### config.mk
export PLATFORM = sky130hd
export DESIGN_NAME = dlfloat_vmac
export DESIGN_NICKNAME = d
export VERILOG_FILES = /design/src/rtl/dlfloat_vmac.sv
export SDC_FILE = /design/constraint.sdc
export NUM_CORES = 1
export LEC_CHECK = 0
export CAP_MARGIN = 20
export CORE_AREA = 10 10 162 164
export DETAILED_ROUTE_END_ITERATION = 6
export DIE_AREA = 0 0 172 174
export GPL_TIMING_DRIVEN = 0
export SETUP_SLACK_MARGIN = 0.5
export SLEW_MARGIN = 20
export SYNTH_ARGS = -nofsm -noshare
export SYNTH_HDL_FRONTEND = slang
export SYNTH_SLANG_ARGS = --single-unit
### constraint.sdc
create_clock -name clk_i -period 13 [get_ports clk_i]
set_input_delay 2.6 -clock clk_i [delete_from_list [all_inputs] [get_ports clk_i]]
set_output_delay 2.6 -clock clk_i [all_outputs]
set_load 0.005 [all_outputs]
### src/rtl/dlfloat_vmac.sv
// dlfloat_vmac - streaming DLfloat16 dot-product engine.
//
// Takes operand pairs over a valid/ready handshake. It multiplies each pair
// and accumulates up to VEC_LEN products, or fewer when in_last_i is set. It
// then presents the sum on a valid/ready output port and clears itself for
// the next vector.
//
// DLfloat16: s[15], e[14:9] (bias 31), m[8:0] with a hidden leading one.
// e==0 is zero. Any e==63 is special, and the special result code is 0xFFFF.
//
// Optional build macro:
//   DLMAC_ROUND_EN  multiplier rounds to nearest, ties to even
//                   (default: truncation, bit-exact with the single-pair MAC)
//
// Ports:
//   clk_i        clock, all logic on the rising edge
//   rst_i        synchronous active-high reset
//   in_valid_i   operand pair valid
//   in_ready_o   engine accepts a pair (ACCUM only)
//   in_a_i       DLfloat16 operand A
//   in_b_i       DLfloat16 operand B
//   in_last_i    this pair ends the vector early
//   out_valid_o  result valid (OUT only)
//   out_ready_i  downstream accepts the result
//   out_data_o   DLfloat16 dot product
//   out_count_o  number of products accumulated into out_data_o
//   busy_o       high in any state except ACCUM with a beat count of 0
//
// State table:
//   state    | meaning
//   ST_ACCUM | accept beats; each beat's product is added one cycle later
//   ST_DRAIN | final product is added into the accumulator
//   ST_OUT   | load result, hold it until the output transfer, then clear

module dlfloat_vmac #(
    parameter int VEC_LEN = 8,
    parameter int CNT_W   = $clog2(VEC_LEN + 1)
) (
    input  logic             clk_i,
    input  logic             rst_i,
    input  logic             in_valid_i,
    output logic             in_ready_o,
    input  logic [15:0]      in_a_i,
    input  logic [15:0]      in_b_i,
    input  logic             in_last_i,
    output logic             out_valid_o,
    input  logic             out_ready_i,
    output logic [15:0]      out_data_o,
    output logic [CNT_W-1:0] out_count_o,
    output logic             busy_o
);

    typedef enum logic [1:0] {
        ST_ACCUM = 2'd0,
        ST_DRAIN = 2'd1,
        ST_OUT   = 2'd2
    } state_t;

    localparam logic [CNT_W-1:0] LAST_CNT = CNT_W'(VEC_LEN - 1);
    localparam logic [CNT_W-1:0] CNT_ONE  = CNT_W'(1);

    state_t           state_q, state_d;
    logic [15:0]      acc_q, acc_d;
    logic [CNT_W-1:0] count_q, count_d;
    logic [15:0]      prod_q, prod_d;
    logic             prod_v_q, prod_v_d;
    logic             out_valid_q, out_valid_d;
    logic [15:0]      out_data_q, out_data_d;
    logic [CNT_W-1:0] out_count_q, out_count_d;

    // ------------------------------------------------------------------
    // Multiplier
    // ------------------------------------------------------------------
    logic [15:0] mul_res;
    logic [9:0]  mul_ma, mul_mb;
    logic        mul_norm;
    logic [8:0]  mul_man;
    logic [8:0]  mul_exp_sum;   // ea + eb + norm, still carrying two biases
    logic        mul_spec, mul_zero;
`ifdef DLMAC_ROUND_EN
    logic [19:0] mul_prod;
    logic        mul_guard, mul_sticky, mul_round;
    logic [9:0]  mul_man_r;
`else
    logic [10:0] mul_prod_hi;
`endif

    always_comb begin
        mul_res  = 16'h0000;
        mul_ma   = {1'b1, in_a_i[8:0]};
        mul_mb   = {1'b1, in_b_i[8:0]};
        mul_spec = (in_a_i[14:9] == 6'h3F) || (in_b_i[14:9] == 6'h3F);
        mul_zero = (in_a_i[14:9] == 6'h00) || (in_b_i[14:9] == 6'h00);
`ifdef DLMAC_ROUND_EN
        mul_prod    = {10'b0, mul_ma} * {10'b0, mul_mb};
        mul_norm    = mul_prod[19];
        mul_man     = mul_norm ? mul_prod[18:10] : mul_prod[17:9];
        mul_exp_sum = {3'b0, in_a_i[14:9]} + {3'b0, in_b_i[14:9]} + {8'b0, mul_norm};
        mul_guard   = mul_norm ? mul_prod[9] : mul_prod[8];
        mul_sticky  = mul_norm ? (|mul_prod[8:0]) : (|mul_prod[7:0]);
        mul_round   = mul_guard & (mul_sticky | mul_man[0]);
        mul_man_r   = {1'b0, mul_man} + {9'b0, mul_round};
        // Rounding carry-out: 1.111..1 + ulp becomes 10.0, so bump the exponent.
        if (mul_man_r[9]) begin
            mul_man     = 9'h000;
            mul_exp_sum = mul_exp_sum + 9'd1;
        end else begin
            mul_man = mul_man_r[8:0];
        end
`else
        // Only bits [19:9] of the product can reach a truncated mantissa.
        mul_prod_hi = 11'(({10'b0, mul_ma} * {10'b0, mul_mb}) >> 9);
        mul_norm    = mul_prod_hi[10];
        mul_man     = mul_norm ? mul_prod_hi[9:1] : mul_prod_hi[8:0];
        mul_exp_sum = {3'b0, in_a_i[14:9]} + {3'b0, in_b_i[14:9]} + {8'b0, mul_norm};
`endif
        // Special takes priority over zero, so NaN*0 stays NaN.
        if (mul_spec) begin
            mul_res = 16'hFFFF;
        end else if (mul_zero) begin
            mul_res = 16'h0000;
        end else if (mul_exp_sum > 9'd93) begin        // unbiased e > 62
            mul_res = 16'hFFFF;
        end else if (mul_exp_sum < 9'd32) begin        // unbiased e < 1
            mul_res = 16'h0000;
        end else begin
            mul_res = {in_a_i[15] ^ in_b_i[15], 6'(mul_exp_sum - 9'd31), mul_man};
        end
    end

    // ------------------------------------------------------------------
    // Adder: acc_q + prod_q, truncating alignment and normalisation
    // ------------------------------------------------------------------
    logic [15:0] add_res;
    logic        add_x_big;
    logic        add_sl, add_ss;
    logic [5:0]  add_el, add_es, add_ediff;
    logic [9:0]  add_ml, add_ms, add_ms_sh;
    logic [10:0] add_sum;
    logic [3:0]  add_lead;
    logic [8:0]  add_man;
    logic [7:0]  add_exp;       // larger exponent + leading-one position, offset by 9

    always_comb begin
        add_res   = acc_q;
        add_x_big = (acc_q[14:0] >= prod_q[14:0]);
        add_sl    = add_x_big ? acc_q[15]    : prod_q[15];
        add_ss    = add_x_big ? prod_q[15]   : acc_q[15];
        add_el    = add_x_big ? acc_q[14:9]  : prod_q[14:9];
        add_es    = add_x_big ? prod_q[14:9] : acc_q[14:9];
        add_ml    = add_x_big ? {1'b1, acc_q[8:0]}  : {1'b1, prod_q[8:0]};
        add_ms    = add_x_big ? {1'b1, prod_q[8:0]} : {1'b1, acc_q[8:0]};
        add_ediff = add_el - add_es;
        add_ms_sh = (add_ediff > 6'd9) ? 10'h000 : (add_ms >> add_ediff);
        // Larger magnitude is always the minuend, so the difference cannot go negative.
        if (add_sl == add_ss) begin
            add_sum = {1'b0, add_ml} + {1'b0, add_ms_sh};
        end else begin
            add_sum = {1'b0, add_ml} - {1'b0, add_ms_sh};
        end
        add_lead = 4'd0;
        for (int i = 0; i < 11; i++) begin
            if (add_sum[i]) begin
                add_lead = 4'(i);
            end
        end
        // Move the leading one to bit 10; the 9 bits below it are the mantissa.
        add_man = 9'((add_sum << (4'd10 - add_lead)) >> 1);
        add_exp = {2'b0, add_el} + {4'b0, add_lead};

        if ((acc_q[14:9] == 6'h3F) || (prod_q[14:9] == 6'h3F)) begin
            add_res = 16'hFFFF;
        end else if (acc_q[14:9] == 6'h00) begin
            add_res = prod_q;
        end else if (prod_q[14:9] == 6'h00) begin
            add_res = acc_q;
        end else if (add_sum == 11'h000) begin
            add_res = 16'h0000;
        end else if (add_exp > 8'd71) begin            // result exponent > 62
            add_res = 16'hFFFF;
        end else if (add_exp < 8'd10) begin            // result exponent < 1
            add_res = 16'h0000;
        end else begin
            add_res = {add_sl, 6'(add_exp - 8'd9), add_man};
        end
    end

    // ------------------------------------------------------------------
    // Control FSM
    // ------------------------------------------------------------------
    always_ff @(posedge clk_i) begin
        if (rst_i) begin
            state_q     <= ST_ACCUM;
            acc_q       <= 16'h0000;
            count_q     <= '0;
            prod_q      <= 16'h0000;
            prod_v_q    <= 1'b0;
            out_valid_q <= 1'b0;
            out_data_q  <= 16'h0000;
            out_count_q <= '0;
        end else begin
            state_q     <= state_d;
            acc_q       <= acc_d;
            count_q     <= count_d;
            prod_q      <= prod_d;
            prod_v_q    <= prod_v_d;
            out_valid_q <= out_valid_d;
            out_data_q  <= out_data_d;
            out_count_q <= out_count_d;
        end
    end

    always_comb begin
        state_d     = state_q;
        acc_d       = acc_q;
        count_d     = count_q;
        prod_d      = prod_q;
        prod_v_d    = 1'b0;
        out_valid_d = out_valid_q;
        out_data_d  = out_data_q;
        out_count_d = out_count_q;
        in_ready_o  = 1'b0;

        // The product captured last cycle is folded in whatever the state.
        if (prod_v_q) begin
            acc_d = add_res;
        end

        case (state_q)
            ST_ACCUM: begin
                in_ready_o = 1'b1;
                if (in_valid_i) begin
                    prod_d   = mul_res;
                    prod_v_d = 1'b1;
                    count_d  = count_q + CNT_ONE;
                    if (in_last_i || (count_q == LAST_CNT)) begin
                        out_count_d = count_q + CNT_ONE;
                        state_d     = ST_DRAIN;
                    end
                end
            end
            ST_DRAIN: begin
                state_d = ST_OUT;
            end
            ST_OUT: begin
                // First OUT cycle: accumulator is final, capture it into the output register.
                if (!out_valid_q) begin
                    out_valid_d = 1'b1;
                    out_data_d  = acc_q;
                end else if (out_ready_i) begin
                    out_valid_d = 1'b0;
                    acc_d       = 16'h0000;
                    count_d     = '0;
                    state_d     = ST_ACCUM;
                end
            end
            default: begin
                state_d = ST_ACCUM;
            end
        endcase
    end

    assign out_valid_o = out_valid_q;
    assign out_data_o  = out_data_q;
    assign out_count_o = out_count_q;
    assign busy_o      = !((state_q == ST_ACCUM) && (count_q == '0));

endmodule

==> results of run 1 <==
-- cells in the final DEF (no fill, tap or decap), drive strengths merged, types with 7 or more instances in the layout --
master | netlist | final
nor4 | 7 | 7
nor2 | 71 | 71
mux2i | 34 | 34
a31oi | 24 | 24
nand3 | 23 | 23
o221ai | 16 | 16
a21o | 17 | 17
mux4 | 9 | 9
fa | 65 | 65
nand2b | 9 | 9
a221oi | 10 | 10
a211oi | 11 | 11
xnor2 | 22 | 22
o21a | 10 | 10
nor2b | 14 | 14
and2 | 58 | 58
a21oi | 62 | 62
clkbuf | 36 | 45
ha | 95 | 95
or2 | 7 | 7
o21ai | 54 | 54
clkdlybuf4s50 | 0 | 58
dfxtp | 60 | 60
nor3 | 20 | 20
xor2 | 15 | 15
buf | 9 | 9
o31ai | 8 | 8
a21boi | 13 | 13
nand2 | 146 | 146
nand4 | 11 | 11
inv | 112 | 113
or3 | 7 | 7
-- critical path: cells and delay by family --
kind / cells / cell delay [ns]
AO/OA/AOI/OAI: 12 / 3.07
XOR/XNOR: 1 / 0.27
adder cells (fa/ha/maj): 8 / 3.51
buffers and inverters: 8 / 1.54
AND/OR/NAND/NOR: 6 / 0.77
-- registers in the layout, summed over array words and instances (netlist names) --
register,count
acc_q,16
out_data_o,16
prod_q,16
count_q,4
out_count_o,4
state_q,2
out_valid_o,1
prod_v_q,1
-- path summary, 6_finish.rpt --
kind | startpoint | endpoint | slack [ns] | cells after the start
min reg2reg | out_data_o[13] | out_data_o[13] | 0.46 | 2
min | out_data_o[13] | out_data_o[13] | 0.46 | 2
max reg2reg | prod_q[12] | acc_q[6] | 2.10 | 44
max | in_b_i[3] | prod_q[4] | 1.51 | 35
-- power groups by stage --
stage	registers [W]	logic (W)	clock network (W)
6_report	0.000253	0.00214	0.000262
5_1_grt	0.000254	0.00239	0.000274
4_1_cts	0.000251	0.00212	0.000265
3_5_place_dp	0.000255	0.00210	0
3_3_place_gp	0.000255	0.00207	0
2_1_floorplan	0.000234	0.00166	0
-- final cells by class --
class | count | share of cell area
multi-input cells | 916 | 0.702
flip-flops and latches | 60 | 0.116
repair buffers | 58 | 0.0558
inverters | 112 | 0.0404
well taps | 290 | 0.0349
clock buffers | 9 | 0.0217
plain buffers | 45 | 0.0197
clock inverters | 7 | 0.00951
-- metal layers --
layer	vias up	GRT usage	routed length, µm
met3	31	0.0193	1020
met2	212	0.291	12400
li1	4153	-	-
met5	-	0	0
met4	0	0.0481	452
met1	3967	0.216	11600
-- stage by stage --
| step | utilization | power [W] | hold WS (ns) |
|---|---|---|---|
| floorplan | - | 0.00190 | 0.448 |
| global placement | 0.435 | 0.00233 | 0.449 |
| detailed placement | 0.435 | 0.00235 | 0.450 |
| CTS | 0.449 | 0.00263 | 0.458 |
| global route | 0.450 | 0.00292 | 0.479 |
| finish | 0.450 | 0.00265 | 0.456 |
-- logic make-up after synthesis --
kind of cell / after synthesis / share of synthesized area
multiplexers: 46 / 0.0664
AO/OA/AOI/OAI: 274 / 0.209
adder cells (fa/ha/maj): 160 / 0.273
XOR/XNOR: 37 / 0.0355
buffers and inverters: 157 / 0.0686
flip-flops: 60 / 0.132
AND/OR/NAND/NOR: 399 / 0.215
-- repair_timing --
item                       4_1_cts  5_1_grt
setup buffers                    0        0
gates resized for setup          0        3
setup endpoints to repair        0       15
==> metrics.md, run 1 <==
| Metric | Value |
|---|---|
| Tmin final | `around 11 ns` |
| Post-route ant nets | `0` |
| Setup crit end kind | `flop` |
| Crit share post-route | `0.884` |
| Fin worst setup slack | `~1.5 ns` |
| Pint | `approximately 0.0012 W` |
| Share of the synthesized area in the top cell type | `0.143` |
| GRT overflow | `0` |
| PwrDens | `~260 nW/µm²` |
| Placed insts | `1481` |
| Flop pwr share | `0.095` |
| VDD IR-drop max | `0.183 mV` |
| Root Buffer | `clkbuf_16` |
| Gpl congestion | `roughly 0.92` |
| IO Pins | `60` |
| Routed WL per cell | `17.0 µm` |
| FFs w/ async S/R, synth | `0` |
| Synthesized cell area | `between 9000 and 10000 µm²` |
| Fin cells | `between 1000 and 1500` |
| Crit Path Category | `input pin to flop` |
| Initial core utilization | `0.394` |
| Most common cell in the synthesized netlist | `nand2_1` |
| Die Wd | `roughly 170 µm` |
| Slew @ Worst Pin | `1.05 ns` |
| CP Launch Type | `input pin` |
| Post-Route WL | `around 25000 µm` |
| Clock transition at the registers of the reported paths | `0.06 ns` |
| Die area | `between 20000 and 30000 µm²` |
| Cell Area, Placed | `10100 µm²` |
| Avg Cell Area, Syn | `8.05 µm²` |
| Hold Fails Final Rpt | `0` |
| Post-Synthesis Cells | `roughly 1100` |
| Core ar. | `23100 µm²` |
| Max Transition Viols Final | `0` |
| PortBufs | `58` |
| Die Y | `~170 µm` |
| Area grow syn2layout | `14.0%` |
| Max Fclk | `87.0 MHz` |
| Row count | `56` |
| Crit-path slowest cell | `fa_1` |
| Register bit total from synthesis | `60` |
| RSZ-0062 raised after global routing | `false` |
| Leakage power | `4.48 nW` |
| N_diodes | `0` |
| Largest cells by area after synthesis | `fa_1, dfxtp_1, ha_1` |
| Vias in the first global route | `between 8000 and 9000` |
| CP Data Arrival Time | `about 12 ns` |
| Nets | `between 1000 and 1500` |
| DRC violations left | `0` |
| Most frequent cells after synthesis | `nand2_1, inv_1, ha_1, nor2_1, fa_1` |
| Worst hold path class | `flop to flop` |
| DR vias | `approximately 8400` |
| Final instance area | `~10000 µm²` |
| Clock Latency Late Sink | `around 0.34 ns` |
| Largest area contributor in the synthesized netlist | `fa_1` |
| Yosys synthesis warning count | `0` |
| CP dominant cell by count | `fa_1` |
| Max Cap Viol | `0` |
| CTS tree | `built` |
| Slew headroom | `0.291` |
| Total GRT Usage | `0.169` |
| Clock sinks | `60` |
| Buffer depth of the longest clock path | `2` |
| Final setup viols | `0` |
| Area of the multi-input gates | `7300 µm²` |
| First-pass DRT Iterations | `5` |
| Slowest stage delay, CP | `between 0.5 and 0.6 ns` |
| DP Wirelength | `between 20000 and 25000 µm` |
| Sum Neg Setup Slack | `0 ns` |
| FF+latch area | `roughly 1200 µm²` |
| Htree depth | `3` |
| Synth unique cells | `87` |
| Combinational power share | `0.806` |
| Synth Net Count | `between 1000 and 1500` |
| Routed vias/inst | `between 5 and 6` |
| Fill count | `approximately 2400` |
| Switching fraction of total power | `0.530` |
| Largest net degree at the start of global routing | `13` |
| Req. time, crit path | `~13 ns` |
| 1st-iter DRT viols | `around 470` |
| Post-cts hold buffer count | `0` |
| Layout cell share with drive strength beyond 1 | `0.0547` |
| Clock power share | `0.099` |
| Post-synthesis sequential area ratio | `0.132` |
| Cts bufs inserted | `9` |
| Initial antenna violation count | `0` |
| Switching Power | `0.00141 W` |
| Clk_skew | `around 0.014 ns` |
| Run status | `finished, final reports clean` |
| First-pass GRT wire length | `about 42000 µm` |
| Synth Flop Type | `dfxtp_1` |
| Post-synth EDFFs | `0` |
| CP Max Fanout | `10` |
| Setup slack after placement | `roughly 0.43 ns` |
Power figures use the tool's default switching activity.
==> inputs of run 2 (changes only) <==
CTS_CLUSTER_DIAMETER = 200   (was default)
SLEW_MARGIN = 0   (was 20)
==> results of run 2 <==
Same layout as run 1: the final DEF is identical, and so are final timing and power.
==> inputs of run 3 (changes only) <==
CTS_BUF_LIST = sky130_fd_sc_hd__clkbuf_8   (was default)
CTS_CLUSTER_DIAMETER = 80   (was 200)
==> run 3 against run 2 <==
Effect of this change: sequential power is essentially flat; largest power group unchanged; combinational power is essentially flat; die area is the same.
==> metrics.md, run 3 (same netlist as run 1, synthesis figures left out) <==
| Metric | Value |
|---|---|
| Switching fraction of total power | `0.540` |
| Die Y | `between 150 and 200 µm` |
| Run status | `finished, final reports clean` |
| DRC violations left | `0` |
| Flop pwr share | `0.098` |
| DP Wirelength | `roughly 21000 µm` |
| Root Buffer | `clkbuf_8` |
| CP Max Fanout | `10` |
| Cell Area, Placed | `~10000 µm²` |
| Clock sinks | `60` |
| CTS tree | `built` |
| Combinational power share | `0.827` |
| CP Data Arrival Time | `approximately 12 ns` |
| Switching Power | `between 0.001 and 0.0015 W` |
| Row count | `56` |
| Reg2Reg Setup Slack | `2.14 ns` |
| Cts bufs inserted | `9` |
| Buffer depth of the longest clock path | `2` |
| Largest net degree at the start of global routing | `13` |
| R2r endpoint | `acc_q[6]` |
| First-pass DRT Iterations | `5` |
| PnR Total Power | `between 0.002 and 0.003 W` |
| IO Pins | `60` |
| Crit-path slowest cell | `fa_1` |
| Crit share post-route | `0.883` |
| N_diodes | `0` |
| RSZ-0062 raised after global routing | `false` |
| Max Cap Viol | `0` |
| Final setup viols | `0` |
| Worst hold path class | `flop to flop` |
| Crit Path Category | `input pin to flop` |
| Post-CTS setup buffer count | `0` |
| Die area | `29900 µm²` |
| Sum Neg Setup Slack | `0 ns` |
| Gpl congestion | `0.916` |
| Initial antenna violation count | `0` |
| Leakage power | `roughly 4.4 nW` |
| Routed vias/inst | `roughly 5.6` |
| Area grow syn2layout | `12.9%` |
| Clk_skew | `about 0.015 ns` |
| Leading cell type in the layout, fill and taps excluded | `nand2_1` |
| Final instance area | `~10000 µm²` |
| Max Fclk | `87.1 MHz` |
| CP Launch Type | `input pin` |
| PwrDens | `250 nW/µm²` |
| VDD IR-drop max | `roughly 0.18 mV` |
| Nets | `approximately 1400` |
| Die Wd | `172 µm` |
| Clock Latency Late Sink | `0.35 ns` |
| Htree depth | `3` |
| First-pass GRT wire length | `between 40000 and 50000 µm` |
| Slew @ Worst Pin | `1.00 ns` |
| 1st-iter DRT viols | `between 400 and 500` |
| RR Startpoint | `prod_q[12]` |
| Clock power share | `0.075` |
| Max Transition Viols Final | `0` |
| Number of cells on the worst reg-to-reg path | `44` |
| Commonest non-fill, non-tap cells in the layout | `nand2_1, inv_1, ha_1, nor2_1, fa_1` |
| PortBufs | `58` |
| Slowest stage delay, CP | `0.54 ns` |
| Vias in the first global route | `8181` |
| Hold EP | `out_data_o[13]` |
| Initial core utilization | `0.394` |
| Pint | `about 0.0012 W` |
| Routed WL per cell | `between 15 and 20 µm` |
| DR vias | `approximately 8400` |
| Total GRT Usage | `0.168` |
| Clock transition at the registers of the reported paths | `about 0.080 ns` |
| Layout cell share with drive strength beyond 1 | `0.0547` |
| Post-Route WL | `25300 µm` |
| Post-route ant nets | `0` |
| Worst hold path cell count | `2` |
| WHS | `0.458 ns` |
| Setup crit end kind | `flop` |
| Slew headroom | `0.324` |
| Resized cells post-CTS | `0` |
| Core ar. | `23100 µm²` |
| Post-cts hold buffer count | `0` |
| CP dominant cell by count | `fa_1` |
| Hold Fails Final Rpt | `0` |
| GRT overflow | `0` |
| Req. time, crit path | `between 10 and 15 ns` |
| Hold path start | `out_data_o[13]` |
| Tmin final | `11.48 ns` |
[run 3: cell count changes in the layout (fill, tap and decap cells not counted)]
| cell | change |
|---|---|
| clkbuf_16 | -9 |
| clkbuf_8 | +9 |
[run 3: worst max-delay path by stage]
stage,startpoint,to,cells past startpoint
finish,in_b_i[3],prod_q[4],35
global route,in_b_i[3],prod_q[4],35
CTS,in_b_i[3],prod_q[4],35
detailed placement,in_b_i[3],prod_q[4],35
global placement,in_b_i[3],prod_q[4],35
floorplan,in_b_i[3],prod_q[4],34
[run 3: cell type report]
| type | instances | area, µm² |
|---|---|---|
| fill | 2358 | 12800 |
| buffer | 45 | 205 |
| inverter | 112 | 420 |
| tap | 290 | 363 |
| timing repair buffer | 58 | 581 |
| clock buffer | 9 | 124 |
| sequential | 60 | 1200 |
| multi-input combinational | 916 | 7300 |
| clock inverter | 7 | 98.8 |
[run 3: metal layers]
metal / part of all wire / GRT usage / up-vias / wire length (µm)
met5: 0 / 0 / - / 0
met4: 0.022 / 0.0467 / 0 / 558
met3: 0.036 / 0.0170 / 40 / 911
met2: 0.48 / 0.290 / 209 / 12200
met1: 0.46 / 0.216 / 4007 / 11600
li1: - / - / 4145 / -
[run 3: critical path: cells and delay by family]
family / cells / cell delay (ns)
and+or+nand+nor: 6 / 0.77
adders and majority gates: 8 / 3.51
xor gates and xnor gates: 1 / 0.27
AOI/OAI and AO/OA: 12 / 3.06
buffers and inverters: 8 / 1.54
[run 3: per-stage QoR]
| stage | util | cells | setup WS (ns) |
|---|---|---|---|
| 3_5_place_dp | 0.435 | 1481 | 0.433 |
| 6_report | 0.445 | 1497 | 1.52 |
| 2_1_floorplan | - | 1133 | 2.41 |
| 5_1_grt | 0.445 | 1497 | 0.650 |
| 4_1_cts | 0.445 | 1497 | 0.797 |
| 3_3_place_gp | 0.435 | 1481 | 0.494 |
[run 3: power groups by stage]
stage | logic, W | clock network [W] | registers, W
2_1_floorplan | 0.00166 | 0 | 0.000234
3_3_place_gp | 0.00207 | 0 | 0.000255
3_5_place_dp | 0.00210 | 0 | 0.000255
4_1_cts | 0.00212 | 0.000196 | 0.000251
5_1_grt | 0.00239 | 0.000204 | 0.000254
6_report | 0.00213 | 0.000192 | 0.000253
